==> config.mk <==
export PLATFORM = sky130hd
export DESIGN_NAME = sram_port_arbiter_flat
export DESIGN_NICKNAME = d
export VERILOG_FILES = /design/src/rtl/sram_port_arbiter_if.sv /design/src/rtl/sram_port_arbiter.sv /design/src/flat_wrapper.sv
export SDC_FILE = /design/constraint.sdc
export NUM_CORES = 1
export LEC_CHECK = 0
export CAP_MARGIN = 20
export CORE_MARGIN = 4
export CORE_UTILIZATION = 33
export DETAILED_ROUTE_END_ITERATION = 7
export PLACE_DENSITY = 0.82
export SLEW_MARGIN = 20
export SYNTH_ARGS = -nofsm -noshare
export SYNTH_HDL_FRONTEND = slang
export SYNTH_SLANG_ARGS = --single-unit
==> constraint.sdc <==
create_clock -name i_clk -period 2.7 [get_ports i_clk]
set_clock_uncertainty 0.1 [all_clocks]
set_input_delay 0.54 -clock i_clk [delete_from_list [all_inputs] [get_ports i_clk]]
set_output_delay 0.54 -clock i_clk [all_outputs]
set_load 0.01 [all_outputs]
==> src/rtl/sram_port_arbiter_if.sv <==
// Client request/grant bus and SRAM-side port bundle shared by sram_port_arbiter and its users.
// Client fields are flattened per port: client i occupies [i*W +: W].
interface sram_port_arbiter_if #(
    parameter int NUM_REQ = 4,
    parameter int ADDR_W  = 11,
    parameter int DATA_W  = 16
);
    logic [NUM_REQ-1:0]        wr_req;
    logic [NUM_REQ-1:0]        wr_lock;
    logic [NUM_REQ*ADDR_W-1:0] wr_addr;
    logic [NUM_REQ*DATA_W-1:0] wr_data;
    logic [NUM_REQ-1:0]        wr_gnt;
    logic [NUM_REQ-1:0]        rd_req;
    logic [NUM_REQ*ADDR_W-1:0] rd_addr;
    logic [NUM_REQ-1:0]        rd_gnt;
    logic [NUM_REQ-1:0]        rd_vld;
    logic [DATA_W-1:0]         rd_data;
    logic                      sram_wr_en;
    logic [ADDR_W-1:0]         sram_wr_addr;
    logic [DATA_W-1:0]         sram_din;
    logic                      sram_rd_en;
    logic [ADDR_W-1:0]         sram_rd_addr;
    logic [DATA_W-1:0]         sram_dout;

    modport master (
        output wr_req, wr_lock, wr_addr, wr_data, rd_req, rd_addr, sram_dout,
        input  wr_gnt, rd_gnt, rd_vld, rd_data,
        input  sram_wr_en, sram_wr_addr, sram_din, sram_rd_en, sram_rd_addr
    );

    modport slave (
        input  wr_req, wr_lock, wr_addr, wr_data, rd_req, rd_addr, sram_dout,
        output wr_gnt, rd_gnt, rd_vld, rd_data,
        output sram_wr_en, sram_wr_addr, sram_din, sram_rd_en, sram_rd_addr
    );
endinterface

==> src/rtl/sram_port_arbiter.sv <==
// Shares one write port and one read port of the packet-buffer SRAM among NUM_REQ clients,
// with independent round-robin per side, write burst lock and a read-return tag pipeline.
module sram_port_arbiter #(
    parameter int NUM_REQ   = 4,
    parameter int ADDR_W    = 11,
    parameter int DATA_W    = 16,
    parameter int BURST_MAX = 32
) (
    input  logic                 i_clk,
    input  logic                 i_rst_n,
    sram_port_arbiter_if.slave   bus
);
    localparam int IDX_W = (NUM_REQ > 1) ? $clog2(NUM_REQ) : 1;
    localparam int CNT_W = $clog2(BURST_MAX + 1);
    localparam logic [IDX_W:0]   NREQ_V  = (IDX_W + 1)'(NUM_REQ);
    localparam logic [CNT_W-1:0] BMAX_V  = CNT_W'(BURST_MAX);
    localparam logic [CNT_W-1:0] CNT_ONE = CNT_W'(1'b1);

    // MSB flags a winner; the first requester found scanning ptr, ptr+1, ... wins.
    function automatic logic [IDX_W:0] rr_pick(input logic [NUM_REQ-1:0] req,
                                               input logic [IDX_W-1:0]   ptr);
        logic [IDX_W:0] res;
        logic [IDX_W:0] k;
        res = '0;
        for (int j = NUM_REQ - 1; j >= 0; j--) begin
            k   = {1'b0, ptr} + j[IDX_W:0];
            k   = (k >= NREQ_V) ? (k - NREQ_V) : k;
            res = req[k[IDX_W-1:0]] ? {1'b1, k[IDX_W-1:0]} : res;
        end
        return res;
    endfunction

    function automatic logic [IDX_W-1:0] next_ptr(input logic [IDX_W-1:0] idx);
        logic [IDX_W:0] n;
        n = {1'b0, idx} + {{IDX_W{1'b0}}, 1'b1};
        n = (n >= NREQ_V) ? '0 : n;
        return n[IDX_W-1:0];
    endfunction

    logic [IDX_W:0]       w_wr_pick;
    logic [IDX_W:0]       w_rd_pick;
    logic                 w_lock_hold;
    logic                 w_wr_win;
    logic [IDX_W-1:0]     w_wr_idx;
    logic [NUM_REQ-1:0]   w_wr_gnt;
    logic                 w_rd_win;
    logic [IDX_W-1:0]     w_rd_idx;
    logic [NUM_REQ-1:0]   w_rd_gnt;
    logic [ADDR_W-1:0]    w_wr_addr_sel;
    logic [DATA_W-1:0]    w_wr_data_sel;
    logic [ADDR_W-1:0]    w_rd_addr_sel;

    logic                 r_sram_wr_en;
    logic [ADDR_W-1:0]    r_sram_wr_addr;
    logic [DATA_W-1:0]    r_sram_din;
    logic [IDX_W-1:0]     r_wr_ptr;
    logic                 r_lock_vld;
    logic [IDX_W-1:0]     r_lock_own;
    logic [CNT_W-1:0]     r_burst_cnt;
    logic                 r_sram_rd_en;
    logic [ADDR_W-1:0]    r_sram_rd_addr;
    logic [IDX_W-1:0]     r_rd_ptr;
    logic [NUM_REQ-1:0]   r_rd_tag;
    logic [NUM_REQ-1:0]   r_rd_vld;
    logic [DATA_W-1:0]    r_rd_hold;

    // Write winner: a live lock owner pre-empts round-robin until its burst budget is spent;
    // once spent, the pointer already sits at owner+1 so the owner naturally ranks last.
    always_comb begin
        w_wr_pick   = rr_pick(bus.wr_req, r_wr_ptr);
        w_lock_hold = r_lock_vld & bus.wr_req[r_lock_own] & bus.wr_lock[r_lock_own]
                      & (r_burst_cnt < BMAX_V);
        if (!i_rst_n) begin
            w_wr_win = 1'b0;
            w_wr_idx = '0;
        end else if (w_lock_hold) begin
            w_wr_win = 1'b1;
            w_wr_idx = r_lock_own;
        end else begin
            w_wr_win = w_wr_pick[IDX_W];
            w_wr_idx = w_wr_pick[IDX_W-1:0];
        end
        w_wr_gnt = '0;
        if (w_wr_win) begin
            w_wr_gnt[w_wr_idx] = 1'b1;
        end else begin
            w_wr_gnt = '0;
        end
    end

    // Read winner: plain round-robin, no lock.
    always_comb begin
        w_rd_pick = rr_pick(bus.rd_req, r_rd_ptr);
        if (!i_rst_n) begin
            w_rd_win = 1'b0;
            w_rd_idx = '0;
        end else begin
            w_rd_win = w_rd_pick[IDX_W];
            w_rd_idx = w_rd_pick[IDX_W-1:0];
        end
        w_rd_gnt = '0;
        if (w_rd_win) begin
            w_rd_gnt[w_rd_idx] = 1'b1;
        end else begin
            w_rd_gnt = '0;
        end
    end

    // One-hot AND-OR select of the granted clients' address and data.
    always_comb begin
        w_wr_addr_sel = '0;
        w_wr_data_sel = '0;
        w_rd_addr_sel = '0;
        for (int i = 0; i < NUM_REQ; i++) begin
            w_wr_addr_sel |= bus.wr_addr[i*ADDR_W +: ADDR_W] & {ADDR_W{w_wr_gnt[i]}};
            w_wr_data_sel |= bus.wr_data[i*DATA_W +: DATA_W] & {DATA_W{w_wr_gnt[i]}};
            w_rd_addr_sel |= bus.rd_addr[i*ADDR_W +: ADDR_W] & {ADDR_W{w_rd_gnt[i]}};
        end
    end

    // Write issue, write pointer and burst-lock bookkeeping.
    always_ff @(posedge i_clk or negedge i_rst_n) begin
        if (!i_rst_n) begin
            r_sram_wr_en   <= 1'b0;
            r_sram_wr_addr <= '0;
            r_sram_din     <= '0;
            r_wr_ptr       <= '0;
            r_lock_vld     <= 1'b0;
            r_lock_own     <= '0;
            r_burst_cnt    <= '0;
        end else begin
            r_sram_wr_en <= w_wr_win;
            if (w_wr_win) begin
                r_sram_wr_addr <= w_wr_addr_sel;
                r_sram_din     <= w_wr_data_sel;
                r_wr_ptr       <= next_ptr(w_wr_idx);
            end
            if (w_lock_hold) begin
                r_burst_cnt <= r_burst_cnt + CNT_ONE;
            end else if (w_wr_win && bus.wr_lock[w_wr_idx]) begin
                r_lock_vld  <= 1'b1;
                r_lock_own  <= w_wr_idx;
                r_burst_cnt <= CNT_ONE;
            end else begin
                r_lock_vld  <= 1'b0;
                r_burst_cnt <= '0;
            end
        end
    end

    // Read issue plus tag pipeline: the tag rides alongside the SRAM access so the
    // returning word is flagged to its issuer; reset flushes in-flight tags.
    always_ff @(posedge i_clk or negedge i_rst_n) begin
        if (!i_rst_n) begin
            r_sram_rd_en   <= 1'b0;
            r_sram_rd_addr <= '0;
            r_rd_ptr       <= '0;
            r_rd_tag       <= '0;
            r_rd_vld       <= '0;
            r_rd_hold      <= '0;
        end else begin
            r_sram_rd_en <= w_rd_win;
            if (w_rd_win) begin
                r_sram_rd_addr <= w_rd_addr_sel;
                r_rd_ptr       <= next_ptr(w_rd_idx);
            end
            r_rd_tag <= w_rd_gnt;
            r_rd_vld <= r_rd_tag;
            if (|r_rd_vld) begin
                r_rd_hold <= bus.sram_dout;
            end
        end
    end

    assign bus.wr_gnt       = w_wr_gnt;
    assign bus.rd_gnt       = w_rd_gnt;
    assign bus.sram_wr_en   = r_sram_wr_en;
    assign bus.sram_wr_addr = r_sram_wr_addr;
    assign bus.sram_din     = r_sram_din;
    assign bus.sram_rd_en   = r_sram_rd_en;
    assign bus.sram_rd_addr = r_sram_rd_addr;
    assign bus.rd_vld       = r_rd_vld;
    // SRAM data is only valid in its return cycle, so the last returned word is held after it.
    assign bus.rd_data      = (|r_rd_vld) ? bus.sram_dout : r_rd_hold;
endmodule

==> src/flat_wrapper.sv <==
// flat-port wrapper written by rule: the top's interface ports become plain ports
module sram_port_arbiter_flat 
#(
    parameter int NUM_REQ   = 4,
    parameter int ADDR_W    = 11,
    parameter int DATA_W    = 16,
    parameter int BURST_MAX = 32
)
  (i_clk, i_rst_n, bus_wr_req, bus_wr_lock, bus_wr_addr, bus_wr_data, bus_rd_req, bus_rd_addr, bus_sram_dout, bus_wr_gnt, bus_rd_gnt, bus_rd_vld, bus_rd_data, bus_sram_wr_en, bus_sram_wr_addr, bus_sram_din, bus_sram_rd_en, bus_sram_rd_addr);
  sram_port_arbiter_if #(.NUM_REQ(NUM_REQ), .ADDR_W(ADDR_W), .DATA_W(DATA_W)) bus_i ();
  input  logic i_clk;
  input  logic i_rst_n;
  input wire logic [$bits(bus_i.wr_req)-1:0] bus_wr_req;
  input wire logic [$bits(bus_i.wr_lock)-1:0] bus_wr_lock;
  input wire logic [$bits(bus_i.wr_addr)-1:0] bus_wr_addr;
  input wire logic [$bits(bus_i.wr_data)-1:0] bus_wr_data;
  input wire logic [$bits(bus_i.rd_req)-1:0] bus_rd_req;
  input wire logic [$bits(bus_i.rd_addr)-1:0] bus_rd_addr;
  input wire logic [$bits(bus_i.sram_dout)-1:0] bus_sram_dout;
  output wire logic [$bits(bus_i.wr_gnt)-1:0] bus_wr_gnt;
  output wire logic [$bits(bus_i.rd_gnt)-1:0] bus_rd_gnt;
  output wire logic [$bits(bus_i.rd_vld)-1:0] bus_rd_vld;
  output wire logic [$bits(bus_i.rd_data)-1:0] bus_rd_data;
  output wire logic [$bits(bus_i.sram_wr_en)-1:0] bus_sram_wr_en;
  output wire logic [$bits(bus_i.sram_wr_addr)-1:0] bus_sram_wr_addr;
  output wire logic [$bits(bus_i.sram_din)-1:0] bus_sram_din;
  output wire logic [$bits(bus_i.sram_rd_en)-1:0] bus_sram_rd_en;
  output wire logic [$bits(bus_i.sram_rd_addr)-1:0] bus_sram_rd_addr;
  assign bus_i.wr_req = bus_wr_req;
  assign bus_i.wr_lock = bus_wr_lock;
  assign bus_i.wr_addr = bus_wr_addr;
  assign bus_i.wr_data = bus_wr_data;
  assign bus_i.rd_req = bus_rd_req;
  assign bus_i.rd_addr = bus_rd_addr;
  assign bus_i.sram_dout = bus_sram_dout;
  assign bus_wr_gnt = bus_i.wr_gnt;
  assign bus_rd_gnt = bus_i.rd_gnt;
  assign bus_rd_vld = bus_i.rd_vld;
  assign bus_rd_data = bus_i.rd_data;
  assign bus_sram_wr_en = bus_i.sram_wr_en;
  assign bus_sram_wr_addr = bus_i.sram_wr_addr;
  assign bus_sram_din = bus_i.sram_din;
  assign bus_sram_rd_en = bus_i.sram_rd_en;
  assign bus_sram_rd_addr = bus_i.sram_rd_addr;
  sram_port_arbiter #(.NUM_REQ(NUM_REQ), .ADDR_W(ADDR_W), .DATA_W(DATA_W), .BURST_MAX(BURST_MAX)) u_core (.i_clk(i_clk), .i_rst_n(i_rst_n), .bus(bus_i));
endmodule
==> results of run 1 <==
-- registers in the layout (all words and copies together), names as in the netlist, 2 cells and up --
name and flops:
u_core.bus.sram_din 16, u_core.r_lock_own 2, u_core.r_wr_ptr 2, u_core.r_burst_cnt 6
u_core.bus.rd_vld 4, u_core.r_rd_ptr 2, u_core.r_rd_hold 16, u_core.bus.sram_wr_addr 11
u_core.r_rd_tag 4, u_core.bus.sram_rd_addr 11
-- power groups by stage --
stage | logic, uW | clock network (uW) | registers [uW]
final | 2450 | 1130 | 1700
after global placement | 2290 | 0 | 1680
after global routing | 2630 | 1210 | 1740
after detailed placement | 2350 | 0 | 1700
after CTS | 2390 | 1160 | 1700
after floorplan | 1000 | 0 | 1750
-- cell usage after synthesis, types with 4 or more instances --
cell / instances / area share, %
sky130_fd_sc_hd__dfrtp_1: 77 / 49
sky130_fd_sc_hd__a22oi_1: 54 / 10
sky130_fd_sc_hd__nor2_1: 49 / 4.7
sky130_fd_sc_hd__a31oi_1: 38 / 6.1
sky130_fd_sc_hd__nand2_1: 23 / 2.2
sky130_fd_sc_hd__clkbuf_1: 22 / 2.1
sky130_fd_sc_hd__mux2_2: 17 / 4.9
sky130_fd_sc_hd__a222oi_1: 11 / 2.8
sky130_fd_sc_hd__inv_1: 10 / 0.96
sky130_fd_sc_hd__and2_1: 7 / 1.1
sky130_fd_sc_hd__ha_1: 7 / 2.2
sky130_fd_sc_hd__nand3_1: 6 / 0.77
sky130_fd_sc_hd__o21ai_0: 5 / 0.64
sky130_fd_sc_hd__a21oi_1: 4 / 0.51
sky130_fd_sc_hd__mux2i_1: 4 / 1.0
sky130_fd_sc_hd__nor2b_1: 4 / 0.64
-- cells by family after synthesis --
logic type	Yosys count	share of synthesized area, %
AOI/OAI and AO/OA	132	25.6
and+or+nand+nor	100	11.6
DFF	77	49.4
buffers and inverters	38	3.82
muxes	22	6.61
adders and majority gates	7	2.25
xor gates and xnor gates	3	0.674
-- layer usage --
layer | up-vias | track usage (%) | wire length, microns
met5 | - | 0 | 0
met4 | 0 | 5.89 | 226
met3 | 17 | 3.99 | 829
met2 | 161 | 39.6 | 8430
met1 | 2071 | 25.5 | 5800
li1 | 2006 | - | -
-- final cells by class --
class	instances	share of cell area, %
well taps	143	2.46
repair buffers	302	39.3
flip-flops and latches	77	26.6
clock buffers	13	3.58
clock inverters	3	0.276
inverters	13	0.672
multi-input cells	264	27.2
-- what timing repair did --
action,4_1_cts,5_1_grt
pin swaps,13,10
gates resized for setup,79,19
buffers inserted,8,4
setup endpoints to repair,51,6
-- worst paths after layout --
check,start,end,slack [ns]
min,i_rst_n,u_core.bus.sram_din[4]$_DFFE_PN0N_,0.13
max reg2reg,u_core.r_lock_own[0]$_DFFE_PN0P_,u_core.bus.sram_din[12]$_DFFE_PN0N_,0.30
min reg2reg,u_core.r_rd_tag[3]$_DFF_PN0_,u_core.bus.rd_vld[3]$_DFF_PN0_,0.25
max,u_core.r_wr_ptr[1]$_DFFE_PN0N_,bus_wr_gnt[2],-0.02
min in group i_clk,u_core.r_rd_tag[3]$_DFF_PN0_,u_core.bus.rd_vld[3]$_DFF_PN0_,0.25
max in group asynchronous,i_rst_n,u_core.r_rd_ptr[1]$_DFFE_PN0N_,1.41
-- per-stage QoR --
stage	setup TNS [ns]	setup slack (ns)	area, sq um	cells	util, %
5_1_grt	-0.390	-0.104	7260	815	63.1
2_1_floorplan	0	0.00583	3930	379	-
4_1_cts	-0.247	-0.0775	7200	811	62.5
3_5_place_dp	-15.82	-0.843	6810	788	59.1
3_3_place_gp	-12.24	-0.772	6810	788	59.1
6_report	-0.0452	-0.0199	7260	815	63.1
==> qor.csv, run 1 <==
stage,metric,value,unit
worst_setup_path,crit_path_cell_trace,"nand2_4, a311oi_2, a2bb2oi_2, nor2_4, buf_6, ha_4, and2_4, buf_6",
synth,synth.cell_area,3900,sq um
detailed_routing,detailed_route_wire_length,15300,microns
synth,synth_edf_count,0,
sta,setup_violations,4,
worst_setup_path,critical-path-max-stage-delay,0.46,ns
worst_setup_path,cpLargestDelayFamily,compound AO/OA/AOI/OAI gates,
sta,timing_max_transition_violations_final,0,
cells_and_area,seqCellArea,1930,sq um
job,cap_viol_max_count,0,
floorplan,dieHeight,117,microns
worst_setup_path,timing.critical_path.to_type,primary output,
worst_setup_path,cp_data_required_time,2.06,ns
detailed_routing,drt.antenna.violating_nets,0,
clocking,cts-hold-fix-buffers,0,
placed_design,place_hpwl,11800,microns
sta,unrepaired_setup_endpoints_after_global_routing,true,
synth,total_of_warnings_raised_by_yosys,0,
sta,finalHoldViolCount,0,
worst_setup_path,worst-path-max-fanout,5,
cells_and_area,multi_input_area,1970,sq um
placed_design,placement.io_buffers,249,
grt,first_global_vias,4566,
power_and_ir_drop,leakagePower,0.00298,uW
synth,synth.ff_latch_count,77,
power_and_ir_drop,share_comb_of_total_power,46.4,%
grt,grt_first_pass_wirelength,22700,microns
floorplan,die_area,13600,sq um
worst_hold_path,timing.hold.worst.class,input port to async pin,
clocking,tritoncts,built,
detailed_routing,route.detailed.wl_per_inst,18.8,microns
worst_setup_path,cp_num_cells,8,
synth,number_of_distinct_library_cells_after_synthesis,49,
synth,synth_async_sr_flop_share,100,%
worst_setup_path,worstSetupStartpointType,flop,
power_and_ir_drop,power_density,728,nW/um^2
floorplan,die_w,117,microns
status,result_of_the_run,finished with violations,
worst_setup_path,rr_worst_depth,9,
floorplan,fp-row-count,39,
grt,grt_start_max_net_pins,53,
synth,synth-main-ff-cell,sky130_fd_sc_hd__dfrtp_1,
synth,postSynthCellCount,379,
clocking,clk_pin_slew_worst_paths,0.06,ns
cells_and_area,filler_cell_count,947,
clocking,tritoncts_num_sinks,77,
cells_and_area,post_route_cells_drive_above_1_share,19.6,%
synth,synth.yosys.seq_area_share,49.4,%
grt,antenna_found_initial,0,
power_and_ir_drop,swShare,34.1,%
floorplan,core_region_area,11500,sq um
clocking,clockRootBuffer,sky130_fd_sc_hd__clkbuf_16,
status,violations,setup timing,
cells_and_area,layout_commonest_cell,sky130_fd_sc_hd__clkdlybuf4s50_1,
worst_setup_path,critPathArrivalTime,2.08,ns
worst_setup_path,timing.setup.critical_path_class,flop to primary output,
cells_and_area,final_cell_mix,"sky130_fd_sc_hd__clkdlybuf4s50_1, sky130_fd_sc_hd__dfrtp_1, sky130_fd_sc_hd__a22oi_1, sky130_fd_sc_hd__buf_4, sky130_fd_sc_hd__nor2_1",
worst_setup_path,cp_num_buf_inv,2,
power_and_ir_drop,power_report.internal_total,3480,uW
grt,gr-total-overflow,0,
synth,postSynthNetCount,568,
detailed_routing,dr.first_iter.drc_count,313,
sta,min_period,2.72,ns
floorplan,boundaryPins,250,
power_and_ir_drop,total_power,5290,uW
placed_design,place_congestion,0.884,
sta,tightestPinTransition,0.684,ns
power_and_ir_drop,netSwitchingPower,1800,uW
detailed_routing,via_per_inst,5.22,
cells_and_area,area_delta_synth_final,86.3,%
grt,grt_use_total,21.5,%
cells_and_area,layout.nets,856,
clocking,insertion_delay,0.33,ns
synth,synth_area_per_cell,10.3,sq um
clocking,clockBufferDepth,2,
worst_setup_path,critical_path.most_common_cell,sky130_fd_sc_hd__buf_6,
sta,worst_slew_margin_rel,54.4,%
clocking,cts_inserted_buffers,9,
sta,period_share,101,%
sta,setup_slack,-0.0199,ns
floorplan,initial_utilization,33.9,%
detailed_routing,detail_route.first_pass.iterations,8,
worst_setup_path,slowest_stage,sky130_fd_sc_hd__dfrtp_2,
clocking,cts.htree.levels,3,
sta,hold_slack,0.129,ns
detailed_routing,via_count,4255,
power_and_ir_drop,power_frac_clock,21.4,%
sta,achievable-frequency,368,MHz
power_and_ir_drop,seqPwrFrac,32.2,%
power_and_ir_drop,worst_voltage_drop_across_the_vdd_grid,0.384,mV
cells_and_area,insertedDiodeCount,0,
detailed_routing,drc_errors,0,
(Power assumes the default switching activity.)
==> inputs of run 2 (changes only) <==
--- a/config.mk
+++ b/config.mk
@@ -10,7 +10,6 @@
 export CORE_UTILIZATION = 33
 export DETAILED_ROUTE_END_ITERATION = 7
 export PLACE_DENSITY = 0.82
-export SLEW_MARGIN = 20
 export SYNTH_ARGS = -nofsm -noshare
 export SYNTH_HDL_FRONTEND = slang
 export SYNTH_SLANG_ARGS = --single-unit
==> results of run 2 <==
Same layout as run 1: the final DEF is identical, and so are final timing and power.
==> inputs of run 3 (changes only) <==
--- a/config.mk
+++ b/config.mk
@@ -8,8 +8,10 @@
 export CAP_MARGIN = 20
 export CORE_MARGIN = 4
 export CORE_UTILIZATION = 33
+export CTS_CLUSTER_SIZE = 12
 export DETAILED_ROUTE_END_ITERATION = 7
-export PLACE_DENSITY = 0.82
+export DONT_BUFFER_PORTS = 1
+export PLACE_DENSITY = 0.53
 export SYNTH_ARGS = -nofsm -noshare
 export SYNTH_HDL_FRONTEND = slang
 export SYNTH_SLANG_ARGS = --single-unit
==> qor.csv, run 3 (synthesis results as in run 1) <==
stage,metric,value,unit,change
power_and_ir_drop,seqPwrFrac,40.5,%,was 32.2%
cells_and_area,insertedDiodeCount,0,,unchanged
detailed_routing,drc_errors,8,,was 0
sta,min_period,2.67,ns,was 2.72 ns
worst_setup_path,timing.critical_path.to_type,primary output,,unchanged
detailed_routing,drt.antenna.violating_nets,0,,unchanged
power_and_ir_drop,worst_voltage_drop_across_the_vdd_grid,0.331,mV,was 0.384 mV
power_and_ir_drop,netSwitchingPower,1640,uW,was 1800 uW
placed_design,place_congestion,0.892,,was 0.884
sta,setup_slack,0.0313,ns,was -0.0199 ns
clocking,tritoncts,built,,unchanged
grt,gr-total-overflow,0,,unchanged
detailed_routing,via_count,3238,,was 4255
floorplan,boundaryPins,250,,unchanged
worst_setup_path,worstSetupStartpointType,flop,,unchanged
worst_setup_path,worst-path-max-fanout,7,,was 5
clocking,clockBufferDepth,2,,unchanged
power_and_ir_drop,swShare,36.3,%,was 34.1%
grt,grt_start_max_net_pins,78,,was 53
sta,timing_max_transition_violations_final,0,,unchanged
clocking,cts.htree.levels,3,,unchanged
clocking,clockRootBuffer,sky130_fd_sc_hd__clkbuf_16,,unchanged
sta,worst_slew_margin_rel,62.0,%,was 54.4%
detailed_routing,via_per_inst,5.99,,was 5.22
detailed_routing,dr.first_iter.drc_count,214,,was 313
power_and_ir_drop,leakagePower,0.00184,uW,was 0.00298 uW
cells_and_area,multi_input_area,1920,sq um,was 1970 sq um
sta,unrepaired_setup_endpoints_after_global_routing,true,,unchanged
sta,finalHoldViolCount,0,,unchanged
worst_setup_path,timing.setup.critical_path_class,flop to primary output,,unchanged
sta,fin_setup_tns,0,ns,was -0.0452 ns
grt,first_global_vias,3020,,was 4566
clocking,insertion_delay,0.34,ns,was 0.33 ns
grt,antenna_found_initial,0,,unchanged
detailed_routing,detailed_route_wire_length,11800,microns,was 15300 microns
clocking,clk_pin_slew_worst_paths,0.06,ns,about the same
grt,grt_first_pass_wirelength,16800,microns,was 22700 microns
job,cap_viol_max_count,0,,unchanged
power_and_ir_drop,power_frac_clock,27.6,%,was 21.4%
cells_and_area,layout.nets,582,,was 856
status,result_of_the_run,finished with violations,,unchanged
floorplan,fp-row-count,39,,unchanged
floorplan,die_area,13600,sq um,unchanged
status,violations,DRC,,was setup timing
placed_design,preCtsSetupSlack,0.151,ns,was -0.843 ns
cells_and_area,post_route_cells_drive_above_1_share,23.6,%,was 19.6%
sta,tightestPinTransition,0.567,ns,was 0.684 ns
sta,achievable-frequency,375,MHz,was 368 MHz
placed_design,placement.io_buffers,0,,was 249
cells_and_area,finish.utilization,40.0,%,was 63.1%
worst_setup_path,critPathArrivalTime,2.03,ns,was 2.08 ns
power_and_ir_drop,share_comb_of_total_power,31.9,%,was 46.4%
detailed_routing,detail_route.first_pass.iterations,8,,unchanged
sta,setup_violations,0,,was 4
grt,grt_use_total,16.4,%,was 21.5%
floorplan,core_region_area,11500,sq um,unchanged
power_and_ir_drop,power_density,976,nW/um^2,was 728 nW/um^2
clocking,cts_inserted_buffers,9,,unchanged
power_and_ir_drop,power_report.internal_total,2870,uW,was 3480 uW
cells_and_area,final_cell_mix,"sky130_fd_sc_hd__dfrtp_1, sky130_fd_sc_hd__a22oi_1, sky130_fd_sc_hd__nor2_1, sky130_fd_sc_hd__a31oi_1, sky130_fd_sc_hd__buf_4",,"was sky130_fd_sc_hd__clkdlybuf4s50_1, sky130_fd_sc_hd__dfrtp_1, sky130_fd_sc_hd__a22oi_1, sky130_fd_sc_hd__buf_4, sky130_fd_sc_hd__nor2_1"
worst_setup_path,cp_data_required_time,2.06,ns,about the same
cells_and_area,layout_commonest_cell,sky130_fd_sc_hd__dfrtp_1,,was sky130_fd_sc_hd__clkdlybuf4s50_1
sta,period_share,98.8,%,was 101%
floorplan,initial_utilization,33.9,%,unchanged
cells_and_area,area_delta_synth_final,18.3,%,was 86.3%
placed_design,place_hpwl,8990,microns,was 11800 microns
floorplan,dieHeight,117,microns,unchanged
detailed_routing,route.detailed.wl_per_inst,21.9,microns,was 18.8 microns
worst_hold_path,timing.hold.worst.class,input port to async pin,,unchanged
cells_and_area,seqCellArea,1930,sq um,about the same
clocking,tritoncts_num_sinks,77,,unchanged
floorplan,die_w,117,microns,unchanged
cells_and_area,filler_cell_count,1119,,was 947
## run 3: changes by cell type in the layout (fill, tap and decap cells not counted), moves of 3 or more
cell,change
sky130_fd_sc_hd__buf_4,-23
sky130_fd_sc_hd__buf_6,-7
sky130_fd_sc_hd__clkbuf_2,-3
sky130_fd_sc_hd__clkdlybuf4s50_1,-212
sky130_fd_sc_hd__dlygate4sd2_1,-25
sky130_fd_sc_hd__ha_2,+3
sky130_fd_sc_hd__inv_6,+3
## run 3: area by class of cell
cell class | count | area share, %
flip-flops and latches | 77 | 41.8
multi-input cells | 264 | 41.6
repair buffers | 28 | 4.99
clock buffers | 9 | 4.88
well taps | 143 | 3.88
clock inverters | 7 | 1.76
inverters | 13 | 1.06
## run 3: worst max-delay path, cell delays in order, from the launching register on
cell	delay, ns
sky130_fd_sc_hd__dfrtp_2	0.44
sky130_fd_sc_hd__nand3b_1	0.20
sky130_fd_sc_hd__nand3_2	0.11
sky130_fd_sc_hd__o211a_4	0.18
sky130_fd_sc_hd__mux2i_4	0.29
sky130_fd_sc_hd__inv_2	0.11
sky130_fd_sc_hd__ha_4	0.19
sky130_fd_sc_hd__and2_4	0.15
## run 3: power groups by stage
stage / Clock, uW / Sequential (uW) / Combinational (uW)
after CTS: 1290 / 1830 / 1420
after floorplan: 0 / 1750 / 1000
final: 1240 / 1820 / 1440
after detailed placement: 0 / 1850 / 1290
after global placement: 0 / 1840 / 1260
after global routing: 1340 / 1860 / 1600
## run 3: timing repair
action                                 in CTS  in global routing
buffers inserted                            6                  1
gates resized for setup                    14                  4
cloned                                      0                  0
hold buffers                                1                  0
setup endpoints to repair                   5                  4
pin swaps                                   5                  3
endpoints found under the hold margin      77                  0
## run 3: worst paths after layout
check	start	endpoint	slack, ns	depth (start not counted)
max	u_core.r_lock_own[0]$_DFFE_PN0P_	bus_wr_gnt[3]	0.03	7
min	i_rst_n	u_core.r_burst_cnt[4]$_DFF_PN0_	0.003	1
max reg2reg	u_core.r_lock_own[0]$_DFFE_PN0P_	u_core.bus.sram_wr_addr[5]$_DFFE_PN0N_	0.37	8
min reg2reg	u_core.r_rd_tag[2]$_DFF_PN0_	u_core.bus.rd_vld[2]$_DFF_PN0_	0.25	0
max in group asynchronous	i_rst_n	u_core.bus.sram_din[5]$_DFFE_PN0N_	2.19	1
min in group i_clk	bus_rd_addr[32]	u_core.bus.sram_rd_addr[10]$_DFFE_PN0N_	0.24	2
## run 3: routing by layer
metal	wire (microns)	GRT usage (%)	up-vias	share of wire, %
li1	-	-	1468	-
met1	4800	21.3	1587	41
met2	5810	25.5	165	49
met3	973	4.56	18	8.2
met4	242	7.42	0	2.0
met5	0	0	-	0
## run 3: stage by stage
stage	hold slack (ns)	total power, uW	cells	instance area, sq um
2_1_floorplan	0.144	2750	379	3930
3_3_place_gp	0.146	3100	517	4150
3_5_place_dp	0.146	3140	517	4150
4_1_cts	0.00312	4540	540	4590
5_1_grt	0.0200	4790	541	4610
6_report	0.00338	4500	541	4610
==> RTL edit, RTL diff (config.mk and constraints of run 3) <==
`BURST_MAX` is set to 32 in 2 places; all go to 16.
--- a/src/rtl/sram_port_arbiter.sv
+++ b/src/rtl/sram_port_arbiter.sv
@@ -5,5 +5,5 @@
     parameter int ADDR_W    = 11,
     parameter int DATA_W    = 16,
-    parameter int BURST_MAX = 32
+    parameter int BURST_MAX = 16
 ) (
     input  logic                 i_clk,
--- a/src/flat_wrapper.sv
+++ b/src/flat_wrapper.sv
@@ -5,5 +5,5 @@
     parameter int ADDR_W    = 11,
     parameter int DATA_W    = 16,
-    parameter int BURST_MAX = 32
+    parameter int BURST_MAX = 16
 )
   (i_clk, i_rst_n, bus_wr_req, bus_wr_lock, bus_wr_addr, bus_wr_data, bus_rd_req, bus_rd_addr, bus_sram_dout, bus_wr_gnt, bus_rd_gnt, bus_rd_vld, bus_rd_data, bus_sram_wr_en, bus_sram_wr_addr, bus_sram_din, bus_sram_rd_en, bus_sram_rd_addr);
Behaviour: same outputs for any inputs over 10 cycles, from zero or initial values and one cycle with i_rst_n low; that may be too few to reach the edited logic, so the function may still have changed.
==> RTL edit against run 3 <==
The flow finishes with violations (setup timing); wire length rose by 2.2%; final area fell by 0.68%; setup slack got worse by 0.12 ns; worst hold slack improved by 0.24 ns; non-clock buffer count fell by 2; synthesized area fell by 1.3%; critical path depth did not move; power fell by 0.26%; synthesized cell count fell by 0.79%; die area fell by 1.2%; sequential cell count fell by 1; critical path type unchanged; largest cell class is now multi-input gates; largest power group unchanged.
==> RTL edit: results (changes against run 3) <==
stage	metric	value	unit	change
timing	Setup-failing EPs final	4		+4
worst_hold_path	hold depth	2		
critical_path	Data arrival, critical path	2.14	ns	+0.11 ns
grt	number of antenna violations at the first check in global routing	0		unchanged
cts	clk_lat worst skew	0.34	ns	about the same
worst_hold_path	Hold Path Class	input pin to register		
detailed_routing	DR vias	3204		-1.1%
yosys	net count of the mapped netlist	565		-0.53%
placed_design	Post-DP HPWL	9158	um	+1.8%
yosys	Synth top area share	0.4940		about the same
critical_path	Worst Path Max Fanout	6		-1
outcome	outcome	finished, violations left		
final_layout	Final Non-Filler Cells	534		-1.3%
placed_design	Final GP Congestion	0.8444		-5.3%
power_and_ir_drop	VDD IR-drop max	436.5	uV	+32%
grt	vias in the first global route	3103		+2.7%
detailed_routing	routed wire length	12090	um	+2.2%
timing	Post-Route Setup TNS	-0.2682	ns	-0.2682 ns
critical_path	worst reg2reg endpoint	u_core.bus.sram_wr_addr[6]		
critical_path	Worst R2R Start	u_core.r_lock_own[0]		
timing	Hold WS	0.2408	ns	+0.2374 ns
worst_hold_path	WHS Endpoint	u_core.bus.sram_rd_addr[0]		
yosys	asr flop ratio synth	1.000		unchanged
final_layout	ANT cells	0		unchanged
cts	H-tree depth	3		unchanged
detailed_routing	First DRT Iteration DRCs	277		+29%
placed_design	Cells after DPL	512		-0.97%
cts	Clk pin slew, worst setup/hold paths	0.07	ns	
critical_path	R2R cell count	10		+2
yosys	syn_area_per_cell	10.24	um2	-0.50%
final_layout	Fill cells	1131		+1.1%
cts	Root Buffer	clkbuf_16		
critical_path	R2R setup slack	0.11	ns	-0.26 ns
grt	pin count of the biggest net entering global routing	77		-1.3%
timing	Max-slew headroom	0.5571		-0.06330
yosys	largest cells by area after synthesis	dfrtp_1 49%, a22oi_1 11%, a31oi_1 6.3%		
yosys	Unique masters post-synth	51		+4.1%
placed_design	IO buf count	0		unchanged
timing	final worst slack	-0.08424	ns	-0.1155 ns
final_layout	layout cells sized above 1	0.2353		-0.0008868
critical_path	CP Class	register to output port		
cts	TritonCTS buffer count	9		unchanged
outcome	failing checks	setup timing		
yosys	Post-synth top cells	76 x dfrtp_1, 54 x a22oi_1, 52 x nor2_1, 39 x a31oi_1, 22 x clkbuf_1		
worst_hold_path	Hold Startpoint	bus_rd_addr[11]		
grt	first-pass GRT wire length	17020	um	+1.1%
power_and_ir_drop	Leak	1.811	nW	-1.7%
grt	Total GRT Usage	0.1693		+0.005462
yosys	Synthesis Warnings	0		unchanged
yosys	sequential area share after synthesis	0.4940		about the same
cts	CTS max path bufs	2		unchanged
final_layout	Nets	575		-1.2%
detailed_routing	drt pass-1 iters	8		unchanged
RTL edit: cell count changes after synthesis, sizes merged, moves of 2 or more:
cell	delta
inv	-2
nor2	+2
nand2	-3
o221ai	-3
and3	+2
a21oi	-2
a211oi	+2
RTL edit: report_power, final:
part,switching [mW],internal (mW)
logic,0.752,0.620
clock network,0.518,0.826
registers,0.320,1.46
total,1.59,2.90
RTL edit: routing by layer:
| layer | share of wire | up-vias | track usage |
|---|---|---|---|
| li1 | - | 1447 | - |
| met1 | 0.38 | 1559 | 0.2000 |
| met2 | 0.49 | 183 | 0.2712 |
| met3 | 0.11 | 15 | 0.06841 |
| met4 | 0.020 | 0 | 0.07657 |
| met5 | 0 | - | 0 |
RTL edit: logic make-up (layout without fill, tap and decap cells):
kind of cell | count (synthesis) | in the layout | share of synthesized area
AO/OA/AOI/OAI | 131 | 131 | 0.2502
XOR/XNOR | 2 | 2 | 0.004551
adder cells (fa/ha/maj) | 7 | 7 | 0.02275
buffers and inverters | 38 | 53 | 0.04420
flip-flops | 76 | 76 | 0.4940
multiplexers | 20 | 20 | 0.06077
AND/OR/NAND/NOR | 102 | 102 | 0.1235
RTL edit: critical path, stage by stage, from the launching register on:
cell	delay, ns
dfrtp_2	0.44
nand3b_1	0.19
and3_1	0.18
a211o_1	0.28
mux2i_4	0.26
buf_4	0.17
ha_4	0.13
and2_4	0.15
RTL edit: worst max-delay path by stage:
stage               depth (start not counted)       endpoint
floorplan                                  10  bus_wr_gnt[1]
global placement                            6  bus_wr_gnt[0]
detailed placement                          6  bus_wr_gnt[0]
CTS                                         7  bus_wr_gnt[2]
global route                                7  bus_wr_gnt[3]
finish                                      7  bus_wr_gnt[2]
RTL edit: what timing repair did:
action                                  CTS  global route
endpoints found under the setup margin    6             6
hold buffers                              2             0
gates resized for setup                   9             7
hold endpoints to repair                 76             0
pin swaps                                 3             2
buffers inserted                          4             0
RTL edit: per-stage QoR:
stage	setup slack, ns	area, um2
global route	-0.1684	4581
CTS	-0.09478	4547
detailed placement	0.04510	4108
finish	-0.08424	4581
global placement	0.06432	4108
floorplan	-0.05430	3974
RTL edit: layout make-up:
class                   instances  area (um2)  share of cell area
multi-input cells             262        1907              0.4163
flip-flops and latches         76        1904              0.4157
clock buffers                   9       225.2             0.04917
repair buffers                 26       217.7             0.04753
well taps                     143       178.9             0.03906
clock inverters                 7       106.4             0.02322
inverters                      11       41.29            0.009014
